$ cat config.mk
export PLATFORM = sky130hd
export DESIGN_NAME = rr_arbiter8
export DESIGN_NICKNAME = d
export VERILOG_FILES = /design/src/rtl/rr_arbiter8_pkg.sv /design/src/rtl/rr_arbiter8_pick.sv /design/src/rtl/rr_arbiter8.sv
export SDC_FILE = /design/constraint.sdc
export NUM_CORES = 1
export LEC_CHECK = 0
export BUFFER_PORTS_ARGS = -buffer_cell sky130_fd_sc_hd__buf_4
export CAP_MARGIN = 20
export CORE_ASPECT_RATIO = 1.75
export CORE_MARGIN = 3
export CORE_UTILIZATION = 40
export DETAILED_ROUTE_END_ITERATION = 10
export SLEW_MARGIN = 15
export SYNTH_ARGS = -nofsm -noshare
export SYNTH_HDL_FRONTEND = slang
export SYNTH_SLANG_ARGS = --single-unit
$ cat constraint.sdc
create_clock -name clk -period 2.45 [get_ports clk]
set_input_delay 0.245 -clock clk [delete_from_list [all_inputs] [get_ports clk]]
set_output_delay 0.245 -clock clk [all_outputs]
set_load 0.1 [all_outputs]
$ cat src/rtl/rr_arbiter8_pkg.sv
// Shared definitions for the round-robin arbiter: state encodings and defaults.
// Optional feature macro used by this block: ARB_TIMEOUT_EN.
package rr_arbiter8_pkg;

    localparam int unsigned ARB_N_DEF           = 8;
    localparam int unsigned ARB_TIMEOUT_CYC_DEF = 16;

    typedef enum logic [1:0] {
        ST_IDLE  = 2'd0,
        ST_GRANT = 2'd1,
        ST_GAP   = 2'd2
    } arb_state_e;

endpackage

$ cat src/rtl/rr_arbiter8_pick.sv
// Combinational round-robin pick: lowest request at or above ptr, else lowest overall.
module rr_pick #(
    parameter  int unsigned N    = 8,
    localparam int unsigned IDXW = $clog2(N)
) (
    input  logic [N-1:0]    req,
    input  logic [IDXW-1:0] ptr,
    output logic [N-1:0]    win_oh,
    output logic [IDXW-1:0] win_idx,
    output logic            win_vld
);

    logic [N-1:0]    mask;
    logic [N-1:0]    req_m;
    logic [IDXW-1:0] idx_m;
    logic [IDXW-1:0] idx_u;
    logic            vld_m;
    logic            vld_u;

    // Two-pass priority encode: masked (bits >= ptr) wins over the unmasked wrap-around pass.
    always_comb begin
        mask  = '0;
        idx_m = '0;
        idx_u = '0;
        vld_m = 1'b0;
        vld_u = 1'b0;
        for (int i = 0; i < int'(N); i++) begin
            mask[i] = (IDXW'(i) >= ptr);
        end
        req_m = req & mask;
        for (int i = int'(N) - 1; i >= 0; i--) begin
            if (req_m[i]) begin
                idx_m = IDXW'(i);
                vld_m = 1'b1;
            end
            if (req[i]) begin
                idx_u = IDXW'(i);
                vld_u = 1'b1;
            end
        end
        win_vld = vld_u;
        win_idx = vld_m ? idx_m : idx_u;
        win_oh  = vld_u ? (N'(1) << win_idx) : '0;
    end

endmodule

$ cat src/rtl/rr_arbiter8.sv
// Round-robin arbiter with registered one-hot grant, binary index and one-cycle gap
// between owners. Define ARB_TIMEOUT_EN to add a forced release after TIMEOUT_CYC cycles.
module rr_arbiter8
    import rr_arbiter8_pkg::*;
#(
    parameter int unsigned N = ARB_N_DEF
`ifdef ARB_TIMEOUT_EN
    ,
    parameter int unsigned TIMEOUT_CYC = ARB_TIMEOUT_CYC_DEF
`endif
) (
    input  logic                 clk,
    input  logic                 rst_n,
    input  logic [N-1:0]         req,
    input  logic                 done,
    output logic [N-1:0]         gnt,
    output logic [$clog2(N)-1:0] gnt_idx,
    output logic                 gnt_vld,
    output logic                 timeout
);

    localparam int unsigned IDXW = $clog2(N);

    arb_state_e      state_q;
    arb_state_e      state_d;
    logic [IDXW-1:0] ptr_q;
    logic [IDXW-1:0] ptr_d;
    logic [N-1:0]    gnt_d;
    logic [IDXW-1:0] idx_d;
    logic            vld_d;
    logic            to_d;
    logic            rel_c;
    logic            hit_c;

    logic [N-1:0]    pick_oh;
    logic [IDXW-1:0] pick_idx;
    logic            pick_vld;

    rr_pick #(.N(N)) u_pick (
        .req     (req),
        .ptr     (ptr_q),
        .win_oh  (pick_oh),
        .win_idx (pick_idx),
        .win_vld (pick_vld)
    );

    // Owner gives the resource back by pulsing done or dropping its request.
    assign rel_c = done || !req[gnt_idx];

`ifdef ARB_TIMEOUT_EN
    localparam int unsigned CNTW = $clog2(TIMEOUT_CYC);

    logic [CNTW-1:0] hold_q;

    // Hold counter: zero outside GRANT, counts cycles spent in GRANT.
    always_ff @(posedge clk or negedge rst_n) begin
        if (!rst_n) begin
            hold_q <= '0;
        end else if (state_q == ST_GRANT) begin
            hold_q <= hold_q + CNTW'(1);
        end else begin
            hold_q <= '0;
        end
    end

    assign hit_c = (state_q == ST_GRANT) && (hold_q == CNTW'(TIMEOUT_CYC - 1));

    // Timeout pulse accompanies a release that only the counter caused.
    always_ff @(posedge clk or negedge rst_n) begin
        if (!rst_n) begin
            timeout <= 1'b0;
        end else begin
            timeout <= to_d;
        end
    end
`else
    assign hit_c   = 1'b0;
    assign timeout = 1'b0;
`endif

    // Next-state and next-output logic.
    always_comb begin
        state_d = state_q;
        ptr_d   = ptr_q;
        gnt_d   = gnt;
        idx_d   = gnt_idx;
        vld_d   = gnt_vld;
        to_d    = 1'b0;
        case (state_q)
            ST_IDLE: begin
                if (pick_vld) begin
                    gnt_d   = pick_oh;
                    idx_d   = pick_idx;
                    vld_d   = 1'b1;
                    state_d = ST_GRANT;
                end
            end
            ST_GRANT: begin
                if (rel_c || hit_c) begin
                    ptr_d   = gnt_idx + IDXW'(1);
                    gnt_d   = '0;
                    idx_d   = '0;
                    vld_d   = 1'b0;
                    to_d    = hit_c && !rel_c;
                    state_d = ST_GAP;
                end
            end
            ST_GAP: begin
                gnt_d   = '0;
                idx_d   = '0;
                vld_d   = 1'b0;
                state_d = ST_IDLE;
            end
            default: begin
                gnt_d   = '0;
                idx_d   = '0;
                vld_d   = 1'b0;
                state_d = ST_IDLE;
            end
        endcase
    end

    // State, pointer and registered grant outputs.
    always_ff @(posedge clk or negedge rst_n) begin
        if (!rst_n) begin
            state_q <= ST_IDLE;
            ptr_q   <= '0;
            gnt     <= '0;
            gnt_idx <= '0;
            gnt_vld <= 1'b0;
        end else begin
            state_q <= state_d;
            ptr_q   <= ptr_d;
            gnt     <= gnt_d;
            gnt_idx <= idx_d;
            gnt_vld <= vld_d;
        end
    end

endmodule

# After elaboration in Yosys (flattened, before gate mapping)
# Cells that the tools add are included.
word_totals:
  output_inout_bits: 13
  ff_bits: 17
classes:
  n_mux: 47
  n_eq_ne: 3
  shift: 1
  order_cmp: 9
  bitwise_logic: 1
  reduce_logical: 5
  addsub: 1
ops:
  columns: ["op", "n"]
  rows:
  - ["$mux 3", 19]
  - ["$mux 1", 19]
  - ["$mux 8", 2]
  - ["$pmux 8 s2", 1]
  - ["$ge 3x3->1 const A", 4]
  - ["$and 8x8->8", 1]
  - ["$shl 1x3->8 const A", 1]
  - ["$ge 1x3->1 const A", 2]
  - ["$ge 2x3->1 const A", 2]
  - ["$pmux 3 s2", 1]
  - ["$lt 3x4->1 const B", 1]
  - ["$mux 2", 2]
  - ["$ne 2x2->1 const B", 2]
  - ["$pmux 2 s2", 1]
  - ["$reduce_and 2->1", 2]
  - ["$add 3x1->3 const B", 1]
  - ["$bmux 1 s3", 1]
  - ["$eq 2x1->1 const B", 1]
  - ["$logic_not 2->1", 1]
  - ["$pmux 1 s2", 1]
  - ["$logic_not 1->1", 1]
  - ["$logic_or 1x1->1", 1]

# Depth between registers and ports, before layout
# Gate-level depths: netlist of the first run.
depth:
  word_depth: 14
  ltp_mapped: 7

# Cells and area by module
# From an unflattened synthesis of the first run, not the netlist that was laid out.
hier_totals:
  cells_unflattened: 124
  area_unflattened_um2: 1239.9
by_module_without_submodules:
  columns: ["mod", "cells_per_inst", "instances", "area_per_inst_um2"]
  rows:
  - ["rr_arbiter8", 68, 1, 889.6]
  - ["rr_pick", 56, 1, 350.3]

# Worst setup path before layout of the first run
# OpenSTA, ideal clock, no wires.
synth_path:
  kind: "register to register"
  start: "reg gnt_idx[0]"
  end: "reg gnt[2]"
  t_required_ns: 2.328
  arrival_ns: 2.293
  period_less_slack_ns: 2.415
  setup_slack_ns: 0.035
  setup_ns: 0.122
  path_stages_with_launch: 7
  cell_sequence: "dfrtp_1 mux4_2 mux2i_1 or2_1 o21ai_1 buf_2 a22o_1"
synth_via:
  elab_chain_cells: 6
synth_lines:
  columns: ["element", "line", "text"]
  rows:
  - ["start, declared", "rr_arbiter8.sv:17", "output logic [$clog2(N)-1:0] gnt_idx,"]
  - ["start signal, assigned", "rr_arbiter8.sv:135", "gnt_idx <= idx_d;"]
  - ["$bmux 1 s3", "rr_arbiter8.sv:48", "assign rel_c = done || !req[gnt_idx];"]
  - ["$mux 1 (implied by the code)", "rr_arbiter8.sv:48", null]
  - ["$logic_not 1->1", "rr_arbiter8.sv:48", null]
  - ["$logic_or 1x1->1", "rr_arbiter8.sv:48", null]
  - ["$ne 2x2->1 (no line)", null, null]
  - ["$reduce_and 2->1 (no line)", null, null]
  - ["end signal, assigned", "rr_arbiter8.sv:134", "gnt <= gnt_d;"]
  - ["end, declared", "rr_arbiter8.sv:16", "output logic [N-1:0] gnt,"]
# Every way passes these cells. The select of a mux whose other input is x is not followed.
# A chain may end at the register's enable or synchronous reset.

# Final worst setup path of the first run
layout_path:
  start: "reg ptr_q[2]"
  end: "reg gnt[7]"
layout_via:
  elab_chain_cells: 14
  word_cells_on_any_way: 29
  classes_between: "order compare: 8; shift: 1; mux: 19; bitwise: 1"
layout_lines:
  columns: ["element", "line", "text"]
  rows:
  - ["start, declared", "rr_arbiter8.sv:26", "logic [IDXW-1:0] ptr_q;"]
  - ["start signal, assigned", "rr_arbiter8.sv:133", "ptr_q <= ptr_d;"]
  - ["$ge 3x3->1", "rr_arbiter8_pick.sv:28", "mask[i] = (IDXW'(i) >= ptr);"]
  - ["$and 8x8->8 (*)", "rr_arbiter8_pick.sv:30", "req_m = req & mask;"]
  - ["$mux 3 / $mux 1 (equally long branches) (8 in a row)", "rr_arbiter8_pick.sv:32", "if (req_m[i]) begin"]
  - ["$mux 3 (*)", "rr_arbiter8_pick.sv:42", "win_idx = vld_m ? idx_m : idx_u;"]
  - ["$shl 1x3->8 (*)", "rr_arbiter8_pick.sv:43", "win_oh = vld_u ? (N'(1) << win_idx) : '0;"]
  - ["$mux 8 (*)", "rr_arbiter8.sv:91", "if (pick_vld) begin"]
  - ["$pmux 8 s2 (*)", "rr_arbiter8.sv:89", "case (state_q)"]
# Mark *: on every way between the ends. The rest lies on a longest branch, timed or not. The select of a mux whose other input is x is not followed.

==> summary.md, run 1 <==
| Metric | Value |
|---|---|
| Die area | `0.00317 sq mm` |
| Most used cell along the critical path | `o22ai_1` |
| Share of layout cells above drive strength 1 | `27.9%` |
| CTS Sinks | `16` |
| Post-synthesis cell count | `105` |
| DR iter-0 viols | `13` |
| # fillers | `240` |
| Final hold violations | `0` |
| Met2 usage in global routing | `32.0%` |
| Final HPWL DP | `1950 um` |
| Met1 Track Usage GR | `19.2%` |
| Register area | `400 sq um` |
| Die Width | `43.8 um` |
| Leakage power | `0.000564 uW` |
| Cell total after placement | `150` |
| Worst-Margin Slew | `0.526 ns` |
| Yosys synthesis warning count | `0` |
| Setup Skew | `0.00153 ns` |
| HP Class | `primary input to flop` |
| Power, Total | `1700 uW` |
| Worst Path Buf+Inv | `0` |
| RSZ-0062 raised after global routing | `no` |
| Setup slack at placement | `0.604 ns` |
| Vias in the first global route | `961` |
| Clk slew on worst S/H paths | `0.06 ns` |
| Fin Setup TNS | `0 ns` |
| CP Cell Sequence | `nand3_2 > a21boi_0 > o22ai_1 > o22ai_1 > a21oi_2 > o41ai_2` |
| CP max stage delay | `0.52 ns` |
| H-tree depth | `1` |
| Top Ports | `24` |
| Reg2Reg Setup Slack | `0.53 ns` |
| Syn Nets | `117` |
| Worst Setup End Kind | `flop` |
| Overall global routing resource usage | `18.2%` |
| Mapped Avg Cell Area | `9.54 sq um` |
| #FFs+latches synth | `16` |
| CTS tree | `yes` |
| Slowest library cell on the worst path | `dfrtp_1` |
| DR pass1 iterations | `4` |
| Most frequent cells in the layout | `buf_4, dfrtp_1, nand2_1` |
| RePlAce Congestion | `0.823` |
| Dominant synthesized flop cell | `dfrtp_1` |
| Commonest non-fill, non-tap cell in the layout | `buf_4` |
| Final antenna-violating net count | `0` |
| Post-Syn Area | `0.00100 sq mm` |
| PostCTS Resize Cnt | `0` |
| PwrDens | `1370 mW/mm^2` |
| Drt total wl | `2480 um` |
| Setup Crit Path Kind | `flop to flop` |
| Crit start category | `flop` |
| Finished Layout Cells | `154` |
| Design Area, Final | `0.00124 sq mm` |
| Postcts setup bufs | `0` |
| GRT met3 Usage | `2.48%` |
| CTS hold repair buffers | `1` |
| Final Slew Violations | `0` |
| WP data required | `2.59 ns` |
| Max Cap Violations | `0` |
| Critical Path AT | `2.06 ns` |
| Clock tree root buffer cell | `clkbuf_8` |
| EDFF count, synth | `0` |
| Crit Path Max Fanout | `9` |
| Net count, final | `143` |
| # DRC | `0` |
| Vias/cell | `5.86` |
| Most used routing layer | `met2` |
| Highest Clock Rate | `522 MHz` |
| Tcrit/Tclk final | `78.2%` |
| Multi-input gate area | `574 sq um` |
| Cell variety after synth | `41` |
| Wire length per cell | `16.1 um` |
| Async SR Flop Fraction | `100%` |
| Crit path time final | `1.92 ns` |
| First-pass GRT wire length | `4350 um` |
| # setup viols final | `0` |
| ANT cells | `0` |
| Top Family by Delay on Critical Path | `compound AO/OA/AOI/OAI gates` |
| Area growth syn-to-layout | `23.5%` |
| GRT overflow | `0` |
| Vias | `902` |
| Initial antenna violation count | `0` |
| Core ar. | `0.00233 sq mm` |
| Slew Limit Headroom | `64.8%` |
| Later-pin clock latency in the skew report | `0.24 ns` |
| Area post-placement | `0.00119 sq mm` |
| Setup ws final | `0.534 ns` |
| Number of CTS-inserted buffers | `3` |
| Pin count of the biggest net entering global routing | `17` |
| VDD IR max | `0.756 mV` |
| Initial Util | `43.0%` |
| Status | `finished, final reports clean` |
| IO buf count | `22` |
| Row cnt | `23` |
| Post-synthesis sequential area ratio | `40.0%` |
| Clk buf depth | `2` |
| Die Height | `72.2 um` |
[area by class of cell]
cell class	count	share of cell area (%)
flip-flops and latches	16	32.4
repair buffers	24	14.8
multi-input cells	84	46.4
clock buffers	3	3.34
inverters	2	0.607
well taps	25	2.53
[worst reg2reg max path, stage by stage, from the launching register on]
cell,delay (ns)
dfrtp_1,0.52
nand3_2,0.13
a21boi_0,0.25
o22ai_1,0.11
o22ai_1,0.28
a21oi_2,0.16
o41ai_2,0.36
[cell families (layout without fill, tap and decap cells)]
kind of cell	Yosys count	after routing	synth area share, %
buf+inv	5	29	2.75
fa+ha+maj	1	1	1.25
xor+xnor	1	1	0.874
compound gates	34	34	25.6
other cells	1	1	0.374
simple gates	42	42	21.6
mux	5	5	7.62
flops	16	16	39.9
[through the flow]
stage | hold slack (ns) | utilization (%)
6_report | 0.381 | 53.1
5_1_grt | 0.399 | 53.1
4_1_cts | 0.386 | 53.1
3_5_place_dp | 0.114 | 50.9
3_3_place_gp | 0.111 | 50.9
2_1_floorplan | -0.0506 | -
[cells in the mapped netlist, types with 2 or more instances]
library cell | n | share of area, %
nor4_1 | 2 | 1.2
nand2_1 | 15 | 5.6
nand2b_1 | 5 | 3.1
nand3_1 | 2 | 1.0
buf_4 | 2 | 1.5
o21bai_1 | 3 | 2.2
a21boi_0 | 2 | 1.5
dfrtp_1 | 16 | 40
o22ai_1 | 2 | 1.2
mux2i_1 | 2 | 2.0
a32o_1 | 2 | 2.0
a22o_1 | 2 | 1.7
nor2_1 | 8 | 3.0
o31ai_1 | 2 | 1.5
mux4_2 | 2 | 4.5
inv_1 | 2 | 0.75
and2b_1 | 2 | 1.5
o21ai_0 | 5 | 2.5
o21ai_1 | 3 | 1.5
a21oi_1 | 4 | 2.0
nor2b_1 | 2 | 1.2
[state kept, by name (all words and copies together), names as in the netlist]
register	flops
gnt	8
gnt_idx	3
ptr_q	3
state_q	2
[per-layer routing]
metal	wire length [um]	share of wire, %
met2	1310	53
met1	956	39
met5	0	0
met3	108	4.3
met4	114	4.6
[power breakdown]
group          switching [uW]  internal, uW  leakage (uW)
sequential                101           354      0.000212
combinational             765           285      0.000330
clock                    82.4           109     0.0000216
[path summary, 6_finish.rpt]
kind	cells after the start	from	end
worst min-delay path	3	done	state_q[0]
worst max register to register	6	ptr_q[2]	gnt[7]
max in group asynchronous	2	rst_n	ptr_q[1]
worst max-delay path	6	ptr_q[2]	gnt[7]
worst min register to register	2	gnt[7]	gnt[7]
min in group asynchronous	2	rst_n	gnt[3]
No activity file was read; power rests on OpenSTA's default activity.
==> run 2: changes to the inputs <==
==> constraint.sdc (replaced) <==
create_clock -name clk -period 1.6 [get_ports clk]
set_input_delay 0.16 -clock clk [delete_from_list [all_inputs] [get_ports clk]]
set_output_delay 0.16 -clock clk [all_outputs]
set_load 0.1 [all_outputs]
==> run 2 against run 1 <==
  * The run now ends with setup timing left
  * Clock power increased by 87%
  * Critical path depth unchanged
  * Sequential power increased by 53%
  * Sequential cell count unchanged
  * Die area unchanged
  * Via count increased by 18%
  * Global-route usage increased by 3.2 points
  * First-iteration DRC count increased by 110%
  * Fmax increased by 7.4%
  * Sequential share of layout area decreased by 7.6 points
  * Routed wire length increased by 25%
  * Setup slack got worse by 0.72 ns
  * Critical path type unchanged
  * Critical endpoint is now ptr_q[1]
  * Highest routed layer unchanged
==> summary.md, run 2 (synthesized netlist as in run 1, its figures left out) <==
| Metric | Value |
|---|---|
| Reg-to-reg endpoint | `ptr_q[1]` |
| Design Area, Final | `0.00167 sq mm` |
| Crit start category | `flop` |
| Crit Path Max Fanout | `3` |
| Vias | `1065` |
| Smallest hold slack | `0.302 ns` |
| CTS tree | `yes` |
| RePlAce Congestion | `0.911` |
| Largest Register | `gnt` |
| GRT overflow | `0` |
| DR pass1 iterations | `4` |
| Status | `finished with violations` |
| Initial Util | `43.0%` |
| Area post-placement | `0.00139 sq mm` |
| # setup viols final | `15` |
| Failing checks | `setup timing` |
| Critical Path AT | `1.92 ns` |
| Max Cap Violations | `0` |
| Final Slew Violations | `0` |
| Net count, final | `178` |
| DR iter-0 viols | `27` |
| Final antenna-violating net count | `0` |
| Initial antenna violation count | `0` |
| Leakage power | `0.000778 uW` |
| CTS Sinks | `16` |
| Most frequent cells in the layout | `buf_4, nand2_1, dfrtp_1` |
| Top Ports | `24` |
| IO buf count | `22` |
| Reg2Reg Setup Slack | `-0.18 ns` |
| Highest Clock Rate | `560 MHz` |
| Setup ws final | `-0.184 ns` |
| WL met1 | `1200 um` |
| Die Height | `72.2 um` |
| # DRC | `0` |
| WP data required | `1.73 ns` |
| Clock tree root buffer cell | `clkbuf_8` |
| Met2 WL | `1720 um` |
| Later-pin clock latency in the skew report | `0.25 ns` |
| Number of CTS-inserted buffers | `3` |
| ANT cells | `0` |
| Core ar. | `0.00233 sq mm` |
| RSZ-0062 raised after global routing | `yes` |
| Max reg flops | `8` |
| Clk slew on worst S/H paths | `0.06 ns` |
| Die Width | `43.8 um` |
| Vias in the first global route | `1062` |
| Row cnt | `23` |
| DR WL met3 | `129 um` |
| VDD IR max | `1.51 mV` |
| Setup Crit Path Kind | `flop to flop` |
| Overall global routing resource usage | `21.4%` |
| Vias/cell | `5.61` |
| RR Startpoint | `gnt_idx[0]` |
| Setup Skew | `0.00387 ns` |
| Final hold violations | `0` |
| Pin count of the biggest net entering global routing | `17` |
| Final HPWL DP | `2200 um` |
| Fin Setup TNS | `-1.70 ns` |
| HP Class | `primary input to asynchronous set/reset pin` |
| Top Registers | `gnt (8), gnt_idx (3), ptr_q (3)` |
| Wire length per cell | `16.3 um` |
| Slowest library cell on the worst path | `mux4_2` |
| Drt total wl | `3100 um` |
| First-pass GRT wire length | `5040 um` |
| Area growth syn-to-layout | `66.7%` |
| CP Cell Sequence | `mux4_2 > mux2i_1 > or2_4 > buf_6 > nand2b_4 > mux2_4` |
| Commonest non-fill, non-tap cell in the layout | `buf_4` |
| R2r worst-path depth | `6` |
| Tcrit/Tclk final | `112%` |
| Power, Total | `3380 uW` |
| Die area | `0.00317 sq mm` |
| Clk buf depth | `2` |
| Worst Setup End Kind | `flop` |
| Share of layout cells above drive strength 1 | `55.8%` |
| Crit path time final | `1.78 ns` |
| PwrDens | `2020 mW/mm^2` |
| Max Used Layer | `met4` |
| CP max stage delay | `0.48 ns` |
| H-tree depth | `1` |
run 2: layer usage:
layer,up-vias,GRT usage [%]
met5,-,0
met4,0,7.38
met3,7,4.22
met2,27,36.7
met1,523,25.8
li1,508,-
run 2: where the power goes:
group | internal, uW | total (uW) | switching (uW)
registers | 562 | 694 | 132
clock network | 218 | 357 | 139
logic | 885 | 2330 | 1440
total | 1670 | 3380 | 1710
run 2: stage by stage:
step	setup slack [ns]	std cells	utilization, %
3_3_place_gp	-0.365	176	59.8
2_1_floorplan	-0.376	105	-
3_5_place_dp	-0.431	176	59.8
4_1_cts	-0.198	186	67.5
6_report	-0.184	190	71.7
5_1_grt	-0.217	190	71.7
run 2: worst max-delay path by stage:
stage / startpoint / endpoint / slack [ns] / cells after the start
6_report: gnt_idx[0] / ptr_q[1] / -0.18 / 6
5_1_grt: gnt_idx[1] / ptr_q[1] / -0.22 / 6
4_1_cts: gnt_idx[0] / ptr_q[1] / -0.20 / 6
3_5_place_dp: gnt_idx[0] / gnt[7] / -0.43 / 6
3_3_place_gp: gnt_idx[0] / gnt[7] / -0.36 / 6
2_1_floorplan: gnt_idx[0] / gnt[2] / -0.38 / 6
run 2: timing repair:
action                                 CTS  global route
resized for setup                       14            17
endpoints found under the hold margin   16             0
hold buffers                             1             0
buffers inserted                         3             5
cloned                                   2             0
pin swaps                                6            12
setup endpoints to repair               15            16
run 2: worst max-delay path, delay by kind of cell (launching register included):
family                 cells  cell delay (ns)
buffers and inverters      1             0.11
DFF                        1             0.42
muxes                      3             0.92
and+or+nand+nor            2             0.21
run 2: layout make-up:
| cell class | count | area (sq um) |
|---|---|---|
| inverters | 2 | 7.51 |
| repair buffers | 57 | 453 |
| flip-flops and latches | 16 | 413 |
| well taps | 25 | 31.3 |
| clock buffers | 4 | 55.1 |
| multi-input cells | 86 | 711 |
| fillers | 189 | 661 |
==> run 3: changes to the inputs <==
--- a/config.mk
+++ b/config.mk
@@ -14,4 +14,5 @@
 export SLEW_MARGIN = 15
 export SYNTH_ARGS = -nofsm -noshare
 export SYNTH_HDL_FRONTEND = slang
+export SYNTH_HIERARCHICAL = 1
 export SYNTH_SLANG_ARGS = --single-unit
==> run 3 against run 2 <==
  * The flow still finishes with violations (setup timing)
  * Global-route usage down 2.1 points
  * Largest power group unchanged
  * Routed wire length grew 12%
  * Die area grew 21%
  * Setup slack got worse by 0.22 ns
  * Cell count up 17%
==> summary.md, run 3 <==
| Metric | Value |
|---|---|
| RSZ-0062 raised after global routing | `yes` |
| Top Registers | `gnt (8), gnt_idx (3), ptr_q (3)` |
| CP Launch Point | `ptr_q[2]` |
| Area leader, netlist | `dfrtp_1` |
| Clock tree root buffer cell | `clkbuf_8` |
| Max reg flops | `8` |
| Async SR Flop Fraction | `100%` |
| # setup viols final | `16` |
| PwrDens | `2070 mW/mm^2` |
| Wire length per cell | `15.6 um` |
| Max Cap Violations | `0` |
| Leakage power | `0.000937 uW` |
| Smallest hold slack | `0.290 ns` |
| Later-pin clock latency in the skew report | `0.25 ns` |
| Most frequent cells in the layout | `buf_4, a21o_1, nor2_1, dfrtp_1, a22o_2` |
| Vias/cell | `5.34` |
| Core ar. | `0.00296 sq mm` |
| Top Ports | `24` |
| Tcrit/Tclk final | `125%` |
| Vias in the first global route | `1236` |
| Pin count of the biggest net entering global routing | `18` |
| Setup Skew | `0.00126 ns` |
| Final antenna-violating net count | `0` |
| Flop pwr share | `20.3%` |
| Pint | `1960 uW` |
| Commonest non-fill, non-tap cell in the layout | `buf_4` |
| Setup ws final | `-0.404 ns` |
| Syn Nets | `136` |
| # fillers | `269` |
| IO buf count | `22` |
| Clock Power Share | `8.2%` |
| Sw frac | `49.0%` |
| Crit start category | `flop` |
| GRT overflow | `0` |
| Status | `finished with violations` |
| Area growth syn-to-layout | `49.7%` |
| Initial antenna violation count | `0` |
| Design Area, Final | `0.00186 sq mm` |
| Net count, final | `193` |
| #FFs+latches synth | `17` |
| Reg2Reg Setup Slack | `-0.40 ns` |
| ANT cells | `0` |
| Top-area cell type share of the netlist area | `34.3%` |
| Number of CTS-inserted buffers | `3` |
| Die Height | `79.7 um` |
| Die Width | `48.1 um` |
| DR pass1 iterations | `4` |
| Clk buf depth | `2` |
| First-pass GRT wire length | `5460 um` |
| Post-synthesis cell count | `124` |
| WP data required | `1.74 ns` |
| Final Slew Violations | `0` |
| EDFF count, synth | `0` |
| Post-synthesis sequential area ratio | `34.3%` |
| Mapped Avg Cell Area | `10.0 sq um` |
| RePlAce Congestion | `0.855` |
| # DRC | `0` |
| Highest Clock Rate | `499 MHz` |
| Yosys synthesis warning count | `6` |
| Final HPWL DP | `2550 um` |
| Worst Setup End Kind | `flop` |
| Drt total wl | `3460 um` |
| CTS tree | `yes` |
| Area post-placement | `0.00162 sq mm` |
| Post-Syn Area | `0.00124 sq mm` |
| Dominant synthesized flop cell | `dfrtp_1` |
| Initial Util | `41.9%` |
| RR Startpoint | `ptr_q[2]` |
| Row cnt | `26` |
| Vias | `1185` |
| Largest Register | `gnt` |
| Final hold violations | `0` |
| P_sw | `1880 uW` |
| Synth area leaders | `dfrtp_1, a21o_1, a22o_2` |
| Critical Path AT | `2.15 ns` |
| Setup Crit Path Kind | `flop to flop` |
| CTS Sinks | `17` |
| DR iter-0 viols | `16` |
| Multi-input gate area | `847 sq um` |
| Register area | `434 sq um` |
| Share of layout cells above drive strength 1 | `55.0%` |
| Clk slew on worst S/H paths | `0.07 ns` |
| VDD IR max | `1.20 mV` |
| Top post-synthesis cells by count | `dfrtp_1, nor2_1, a21o_1, a22o_2, nand2_1` |
| H-tree depth | `1` |
| Cell variety after synth | `49` |
| Overall global routing resource usage | `19.3%` |
| Crit Path Max Fanout | `7` |
| Failing checks | `setup timing` |
| Die area | `0.00383 sq mm` |
| HP Class | `primary input to flop` |
| Crit path time final | `2.00 ns` |
| Most numerous cell in the Yosys netlist | `dfrtp_1` |
| Hold path startpoint | `done` |
| Combinational power share | `71.5%` |
run 3: cell count changes in the layout (fill, tap and decap cells not counted), moves of 3 or more:
cell     before  now
a21o_1        1   12
a22o_2        0    8
nand2_1      14    6
nor2_1        6   12
o21ai_1       4    0
nor2b_1       1    4
o21ai_4       3    0
run 3: what timing repair did:
item / 4_1_cts / 5_1_grt
endpoints found under the setup margin: 16 / 17
gates cloned: 1 / 1
buffers inserted: 5 / 2
hold buffers: 1 / 0
pin swaps: 4 / 10
resized for setup: 16 / 10
endpoints found under the hold margin: 17 / 0
run 3: kinds of logic after synthesis:
family                     share of synthesized area [%]
buffers and inverters                               5.65
muxes                                               6.05
AOI/OAI and AO/OA                                   32.8
and+or+nand+nor                                     19.2
adders and majority gates                           1.01
DFF                                                 34.3
other                                              0.302
xor gates and xnor gates                           0.706
run 3: critical path, stage by stage (launching register included):
cell and delay, ns:
dfrtp_2 0.44, nand3b_1 0.14, a221oi_2 0.34, nand3_2 0.16, nand2_2 0.15, o32ai_4 0.12
nor2b_1 0.17, a22o_2 0.23, a21o_1 0.15
run 3: stage by stage:
| stage | setup TNS [ns] | power [uW] | util (%) | cells | setup slack (ns) |
|---|---|---|---|---|---|
| 2_1_floorplan | -7.58 | 2420 | - | 124 | -0.520 |
| 3_3_place_gp | -4.32 | 3070 | 54.6 | 208 | -0.375 |
| 3_5_place_dp | -4.77 | 3110 | 54.6 | 208 | -0.427 |
| 4_1_cts | -5.21 | 3700 | 60.4 | 219 | -0.428 |
| 5_1_grt | -6.40 | 4070 | 62.7 | 222 | -0.508 |
| 6_report | -5.06 | 3850 | 62.7 | 222 | -0.404 |
run 3: layout make-up:
type | instances | share of cell area (%)
clock buffers | 3 | 2.22
clock inverters | 1 | 0.270
inverters | 4 | 0.809
multi-input cells | 99 | 45.6
flip-flops and latches | 17 | 23.4
well taps | 42 | 2.83
repair buffers | 56 | 24.9
run 3: worst paths after layout:
kind,end,cells past startpoint
worst max-delay path,gnt[3],8
worst min-delay path,gnt_vld,4
worst max register to register,gnt[3],8
worst min register to register,gnt_vld,1
max in group asynchronous,gnt_idx[0],2
min in group asynchronous,gnt[7],2
run 3: per-layer routing:
layer	share of wire [%]	routed length, um	up-vias	global-route usage [%]
met1	40	1370	580	22.8
met4	0.55	19	0	5.66
met2	55	1920	33	34.9
li1	-	-	570	-
met5	0	0	-	0
met3	4.4	154	2	0.903
run 3: power by group through the flow:
stage | registers, uW | logic [uW] | clock network, uW
2_1_floorplan | 1400 | 1010 | 0
3_3_place_gp | 748 | 2320 | 0
3_5_place_dp | 762 | 2350 | 0
4_1_cts | 767 | 2610 | 328
5_1_grt | 807 | 2920 | 349
6_report | 781 | 2750 | 317
